`src/rtl/sc_pkg.sv`:
```
// Shared definitions for the stochastic-computing FIR datapath: window size,
// decoder state encoding and the binary word type shared with the BC FIR bus.
package sc_pkg;

    localparam int SC_N   = 12;
    localparam int SC_WIN = 1 << SC_N;

    typedef enum logic {
        IDLE  = 1'b0,
        ACCUM = 1'b1
    } sc_dec_state_t;

    typedef logic signed [SC_N:0] sc_word_t;

endpackage

```
`src/rtl/sc_window_counter.sv`:
```
// Window counter for the stochastic decoder: counts accepted bits and ones
// over a 2^N-bit window and flags the window-completing bit.
module sc_window_counter
    import sc_pkg::*;
#(
    parameter int N = SC_N
) (
    input  logic         clock,
    input  logic         reset,
    input  logic         clear,
    input  logic         inc_en,
    input  logic         bit_in,
    output logic [N:0]   ones,
    output logic         last
);

    logic [N-1:0] bit_cnt_r;
    logic [N:0]   ones_cnt_r;

    // Ones count including the current bit, and window-completion flag
    always_comb begin
        ones = ones_cnt_r;
        last = 1'b0;
        if (inc_en) begin
            ones = ones_cnt_r + (N+1)'(bit_in);
            last = (bit_cnt_r == {N{1'b1}});
        end else begin
            ones = ones_cnt_r;
            last = 1'b0;
        end
    end

    // Counter registers; a clear with a valid bit seeds the window with that bit
    always_ff @(posedge clock or posedge reset) begin
        if (reset) begin
            bit_cnt_r  <= {N{1'b0}};
            ones_cnt_r <= {(N+1){1'b0}};
        end else if (clear) begin
            bit_cnt_r  <= N'(inc_en);
            ones_cnt_r <= (N+1)'(inc_en & bit_in);
        end else if (inc_en && last) begin
            bit_cnt_r  <= {N{1'b0}};
            ones_cnt_r <= {(N+1){1'b0}};
        end else if (inc_en) begin
            bit_cnt_r  <= bit_cnt_r + N'(1);
            ones_cnt_r <= ones;
        end else begin
            bit_cnt_r  <= bit_cnt_r;
            ones_cnt_r <= ones_cnt_r;
        end
    end

endmodule

```
`src/rtl/sc_stream_decoder.sv`:
```
// Stochastic-to-binary decoder: counts ones over 2^N accepted bits and
// emits a registered N+1-bit result (bipolar or unipolar) with a 1-cycle valid.
module sc_stream_decoder
    import sc_pkg::*;
#(
    parameter int N          = SC_N,
    parameter bit BIPOLAR    = 1'b1,
    parameter bit CONTINUOUS = 1'b1
) (
    input  logic         clock,
    input  logic         reset,
    input  logic         bit_in,
    input  logic         bit_valid,
    input  logic         frame_start,
    output logic [N:0]   out,
    output logic         out_valid,
    output logic         busy
);

    localparam logic [N:0] BIAS = (N+1)'(1) << (N-1);

    sc_dec_state_t state_r;
    sc_dec_state_t state_next_s;
    logic          inc_en_s;
    logic          complete_s;
    logic [N:0]    ones_s;
    logic          last_s;
    logic [N:0]    result_s;
    logic [N:0]    out_r;
    logic          out_valid_r;
    logic          busy_r;

    // Bits count only while accumulating, or as bit 0 of a freshly started window
    always_comb begin
        inc_en_s = 1'b0;
        if (frame_start || (state_r == ACCUM)) begin
            inc_en_s = bit_valid;
        end else begin
            inc_en_s = 1'b0;
        end
    end

    sc_window_counter #(
        .N (N)
    ) u_window_counter (
        .clock  (clock),
        .reset  (reset),
        .clear  (frame_start),
        .inc_en (inc_en_s),
        .bit_in (bit_in),
        .ones   (ones_s),
        .last   (last_s)
    );

    // Next-state logic; frame_start overrides a completing bit
    always_comb begin
        state_next_s = state_r;
        complete_s   = 1'b0;
        case (state_r)
            IDLE: begin
                if (frame_start) begin
                    state_next_s = ACCUM;
                end else begin
                    state_next_s = IDLE;
                end
            end
            ACCUM: begin
                if (frame_start) begin
                    state_next_s = ACCUM;
                end else if (last_s) begin
                    complete_s   = 1'b1;
                    state_next_s = CONTINUOUS ? ACCUM : IDLE;
                end else begin
                    state_next_s = ACCUM;
                end
            end
            default: begin
                state_next_s = IDLE;
                complete_s   = 1'b0;
            end
        endcase
    end

    // Result mapping: bipolar subtracts half the window, range fits N+1 signed
    always_comb begin
        result_s = ones_s;
        if (BIPOLAR) begin
            result_s = ones_s - BIAS;
        end else begin
            result_s = ones_s;
        end
    end

    // State and output registers
    always_ff @(posedge clock or posedge reset) begin
        if (reset) begin
            state_r     <= IDLE;
            out_r       <= {(N+1){1'b0}};
            out_valid_r <= 1'b0;
            busy_r      <= 1'b0;
        end else begin
            state_r     <= state_next_s;
            out_valid_r <= complete_s;
            busy_r      <= (state_next_s == ACCUM);
            if (complete_s) begin
                out_r <= result_s;
            end else begin
                out_r <= out_r;
            end
        end
    end

    assign out       = out_r;
    assign out_valid = out_valid_r;
    assign busy      = busy_r;

endmodule

```
`config.mk`:
```
export PLATFORM = sky130hd
export DESIGN_NAME = sc_stream_decoder
export DESIGN_NICKNAME = d
export VERILOG_FILES = /design/src/rtl/sc_pkg.sv /design/src/rtl/sc_window_counter.sv /design/src/rtl/sc_stream_decoder.sv
export SDC_FILE = /design/constraint.sdc
export NUM_CORES = 1
export LEC_CHECK = 0
export ABC_CLOCK_PERIOD_IN_PS = 5430
export CORE_ASPECT_RATIO = 0.7
export CORE_MARGIN = 2
export CORE_UTILIZATION = 60
export CTS_CLUSTER_SIZE = 30
export DETAILED_ROUTE_END_ITERATION = 16
export GPL_ROUTABILITY_DRIVEN = 0
export PLACE_DENSITY_LB_ADDON = 0.08
export SYNTH_ARGS = -nofsm -noshare
export SYNTH_HDL_FRONTEND = slang
export SYNTH_SLANG_ARGS = --single-unit
```
`constraint.sdc`:
```
create_clock -name clock -period 5.43 [get_ports clock]
set_input_delay 1.086 -clock clock [delete_from_list [all_inputs] [get_ports clock]]
set_output_delay 1.086 -clock clock [all_outputs]
set_load 0.05 [all_outputs]
```
# Word level (Yosys, flattened, before mapping)
# Index checks and enable logic that the tools add are counted.
[word_totals]
in_bits = 5
latch_bits = 0
out_inout_bits = 15
n_memories = 0
elab_cells = 28
rom_bits = 0
mem_bits_rw = 0
regBits = 40
[op_classes]
n_reduce_logical = 3
shift = 0
div_mod_pow = 0
mul = 0
bitwise = 2
magnitude_cmp = 0
add_sub_neg = 3
eq_ne = 1
muxes = 14
[ops]
columns = ["operator", "n"]
rows = [
  ["two-way mux 13 bit", 4],
  ["two-way mux 12 bit", 3],
  ["adder 13 x 1 -> 13 bit", 1],
  ["subtractor 13 x 12 -> 13 bit (second input constant)", 1],
  ["adder 12 x 1 -> 12 bit (second input constant)", 1],
  ["== test 12 bit (second input constant)", 1],
  ["two-way mux 1 bit", 6],
  ["nonzero test 3 bit", 1],
  ["one-hot mux 1 bit (2 select lines)", 1],
  ["bitwise AND 1 bit", 1],
  ["logical AND 1 bit", 1],
  ["logical OR 1 bit", 1],
  ["inverter 1 bit", 1],
]

# Depth between registers and ports, before layout
[depth]
word_depth = 6
depth_mapped = 9
mapped_depth_nobuf = 7

# Hierarchy
# A second synthesis with hierarchy kept.
[unflattened]
cells_unflattened = 190
area_unflattened_um2 = 2112.0
[by_module_without_submodules]
columns = ["mod", "n_inst", "area_each_um2", "seq_area_each_um2", "cells_each"]
rows = [
  ["sc_window_counter", 1, 1497.7, 625.6, 154],
  ["sc_stream_decoder", 1, 614.3, 375.4, 36],
]

# Least setup slack after synthesis
# Ideal clock, no wire load.
[synth_path]
path_kind = "input port to flip-flop"
start = "input port bit_in"
end = "register u_window_counter.ones_cnt_r[7]"
t_arrival_ns = 2.294
required_time_ns = 5.351
slack_ns = 3.057
setup_time_ns = 0.079
stages = 6
n_path_buf = 0
path_cell_list = "ha_1 -> nand2_1 -> nor3_4 -> and4_4 -> or4b_1 -> a21oi_1"
[synth_between]
elab_chain_cells = 5
[synth_rtl]
columns = ["element", "line", "text"]
rows = [
  ["start: declaration", "sc_stream_decoder.sv:12", "input logic bit_in,"],
  ["adder 13 x 1 -> 13 bit", "sc_window_counter.sv:25", "ones = ones_cnt_r + (N+1)'(bit_in);"],
  ["two-way mux 13 bit", "sc_window_counter.sv:24", "if (inc_en) begin"],
  ["two-way mux 13 bit", "sc_window_counter.sv:44", "end else if (inc_en) begin"],
  ["two-way mux 13 bit", "sc_window_counter.sv:41", "end else if (inc_en && last) begin"],
  ["two-way mux 13 bit", "sc_window_counter.sv:38", "end else if (clear) begin"],
  ["end signal: assignment", "sc_window_counter.sv:40", "ones_cnt_r <= (N+1)'(inc_en & bit_in);"],
  ["end signal: assignment", "sc_window_counter.sv:43", "ones_cnt_r <= {(N+1){1'b0}};"],
  ["end signal: assignment", "sc_window_counter.sv:46", "ones_cnt_r <= ones;"],
  ["end: declaration", "sc_window_counter.sv:18", "logic [N:0] ones_cnt_r;"],
]
# No other way between the ends. The select of a mux whose other input is x is not followed.
# A chain may end at the register's enable or synchronous reset.

# Worst setup path after layout
[layout_path]
start = "input port frame_start"
end = "register u_window_counter.ones_cnt_r[10]"
[layout_between]
elab_chain_cells = 6
word_cells_on_any_way = 9
cone_classes = "mux: 6; reduce/logical: 3"
[layout_rtl]
columns = ["element", "line", "text"]
rows = [
  ["start: declaration", "sc_stream_decoder.sv:14", "input logic frame_start,"],
  ["logical OR 1 bit", "sc_stream_decoder.sv:36", "if (frame_start || (state_r == ACCUM)) begin"],
  ["two-way mux 1 bit", "sc_stream_decoder.sv:36", ""],
  ["two-way mux 13 bit / two-way mux 1 bit (equally long branches)", "sc_window_counter.sv:24", ""],
  ["two-way mux 13 bit / logical AND 1 bit (equally long branches)", "sc_window_counter.sv:44, sc_window_counter.sv:41", ""],
  ["two-way mux 13 bit", "sc_window_counter.sv:41", ""],
  ["two-way mux 13 bit", "sc_window_counter.sv:38", ""],
]
# Parallel ways exist; a longest one is shown, timed or not. The select of a mux whose other input is x is not followed.

==> qor.txt <==
GRT Util Overall = 23.92%
Synth Net Count = 225
Slew HR = 37.44%
Die H = 52.77 um
GR Layer Usage met3 = 6.154%
leakage power = 0.9934 nW
clk sinks = 40
Post-synth EDFFs = 0
post-layout util = 73.22%
Cells after DPL = 266
count leader, synth = dfrtp_1
CP max FO = 14
Iteration-0 DRC Markers = 95
top post-synthesis cells by count = 40 x dfrtp_1, 31 x nor2_1, 28 x nand2_1
Top Usage Layer GRT = met2
Synth cell types = 39
post-synthesis sequential area ratio = 49.11%
pre-CTS setup slack = 2069 ps
post-DP HPWL = 2756 um
Residual DRC = 0
Final Hold Fails = 0
Syn. warnings = 0
nets@finish = 243
CP endpoint kind = flip-flop
max cap viols = 0
site row count = 17
Clock Tree Buf Depth = 2
post-synth top area share = 49.11%
Setup TNS Final = 0 ps
total number of vias = 1606
WL final = 3978 um
final setup violation count = 0
post-route total power = 0.5581 mW
final hold slack = 512.9 ps
largest net degree at the start of global routing = 41
average size of a mapped cell = 9.393 sq um
Initial Util = 63.88%
startpoint class of the critical path = primary input
# resized after CTS = 0
prevailing post-synth register cell = dfrtp_1
Critical Path RT = 5610 ps
Root Buffer Master = clkbuf_8
Die W = 73.66 um
VDD IR max = 0.2190 mV
PD cells = 238.9 nW/um^2
crit path DAT = 3250 ps
Finished Cell Area = 2336 sq um
share of cells above drive strength 1 = 7.627%
post-synth top area cell = dfrtp_1
Post-DP Area = 2246 sq um
hold buffers post-CTS = 0
routing usage on met2 = 35.27%
run status = complete, no violations
first-pass GRT wire length = 6941 um
Worst-Skew Late Latency = 290 ps
ANT nets after route = 0
Setup CP Type = in -> reg
initial antenna violation count = 0
Max Slew Vio Count = 0
Ports = 20
post-CTS setup buffers = 0
port bufs = 19
Synth-to-Final Area Change = 14.61%
DRT Pass-1 Iters = 4
# fillers = 241
Layout Skew = 4.770 ps
drt via density = 5.861
CTS Buf Count = 5
DR WL/cell = 14.52 um
Synth area leaders = dfrtp_1 49%, nor2_1 5.7%, nand2_1 5.2%
FMAX = 0.3262 GHz
die area = 3887 sq um
ys async rst share = 100.0%
crit path time final = 3065 ps
period utilization = 56.45%
Worst-path clk slew = 70 ps
Post-Layout Cell Count = 274
Worst Hold Class = reg -> reg
CTS tree = built
cells after synthesis = 217
CORE AREA = 3191 sq um
worst-margin pin slew = 933.3 ps
flops & latches, synth = 40
global route total overflow = 0
antenna cells = 0
vias in the first global route = 1483
GRT met1 Usage = 33.29%
RSZ-0062 raised after global routing = false
Mapped Area = 2038 sq um
H-tree levels = 2
worst setup margin = 2365 ps
cells by family (layout without fill, tap and decap cells):
| logic type | count (synthesis) | after routing | synth area share (%) |
|---|---|---|---|
| AOI/OAI and AO/OA | 44 | 44 | 12.28 |
| xor gates and xnor gates | 22 | 22 | 9.453 |
| adders and majority gates | 3 | 3 | 1.842 |
| buffers and inverters | 12 | 31 | 2.578 |
| DFF | 40 | 40 | 49.11 |
| muxes | 2 | 2 | 1.044 |
| and+or+nand+nor | 94 | 94 | 23.70 |
flip-flops by register name, indices dropped and copies added (netlist names):
signal and flops:
out 13, u_window_counter.ones_cnt_r 13, u_window_counter.bit_cnt_r 12, busy 1, out_valid 1
placed cells by master, fill, tap and decap left out, types with 2 or more instances in the layout:
cell,synthesis,layout
a22o_1,3,3
o21ai_1,11,11
and2_1,2,2
nand3_1,5,5
or3_1,2,2
nor2_1,31,31
dfrtp_1,40,40
buf_4,0,2
o21ai_0,4,4
ha_1,3,3
a31oi_1,9,9
clkbuf_8,0,6
inv_1,2,2
xnor2_1,10,10
a21oi_1,15,15
clkdlybuf4s50_1,0,19
nand2_1,28,28
clkbuf_1,3,2
nor3_1,4,4
xor2_1,12,12
and4_4,2,2
and3_1,2,2
nand4_1,5,5
metal layers:
metal  share of wire [%]  wire (um)  vias to the layer above
met3                 5.5        220                        8
met2                  44       1750                       53
met4                 1.7         69                        0
met1                  49       1937                      760
li1                    -          -                      785
met5                   0          0                        -
final cells by class:
type	count	area (sq um)	area share, %
clock buffers	8	90.09	3.856
flip-flops and latches	40	1001	42.85
well taps	38	47.55	2.035
inverters	2	7.507	0.3214
repair buffers	21	205.2	8.784
multi-input cells	165	984.7	42.15
report_power, final:
group          switching, mW  leakage (nW)  internal [mW]
sequential           0.00922         0.549          0.305
clock                 0.0983        0.0455          0.104
combinational         0.0267         0.399         0.0157
total                  0.134         0.993          0.424
critical path, stage by stage:
cell and delay (ps):
clkdlybuf4s50_1 790, o21ai_2 220, or3_1 580, nor2_1 240
o21ai_1 80, a22o_1 250
worst paths after layout:
| path | startpoint | endpoint | slack [ps] | depth (start not counted) |
|---|---|---|---|---|
| worst min register to register | out[11] | out[11] | 510 | 1 |
| worst min-delay path | out[11] | out[11] | 510 | 1 |
| worst max register to register | u_window_counter.bit_cnt_r[0] | u_window_counter.ones_cnt_r[2] | 3040 | 6 |
| max in group asynchronous | reset | u_window_counter.ones_cnt_r[6] | 3870 | 3 |
| worst max-delay path | frame_start | u_window_counter.ones_cnt_r[10] | 2360 | 6 |
| min in group asynchronous | reset | u_window_counter.bit_cnt_r[5] | 1210 | 3 |
Power figures use the tool's default switching activity.
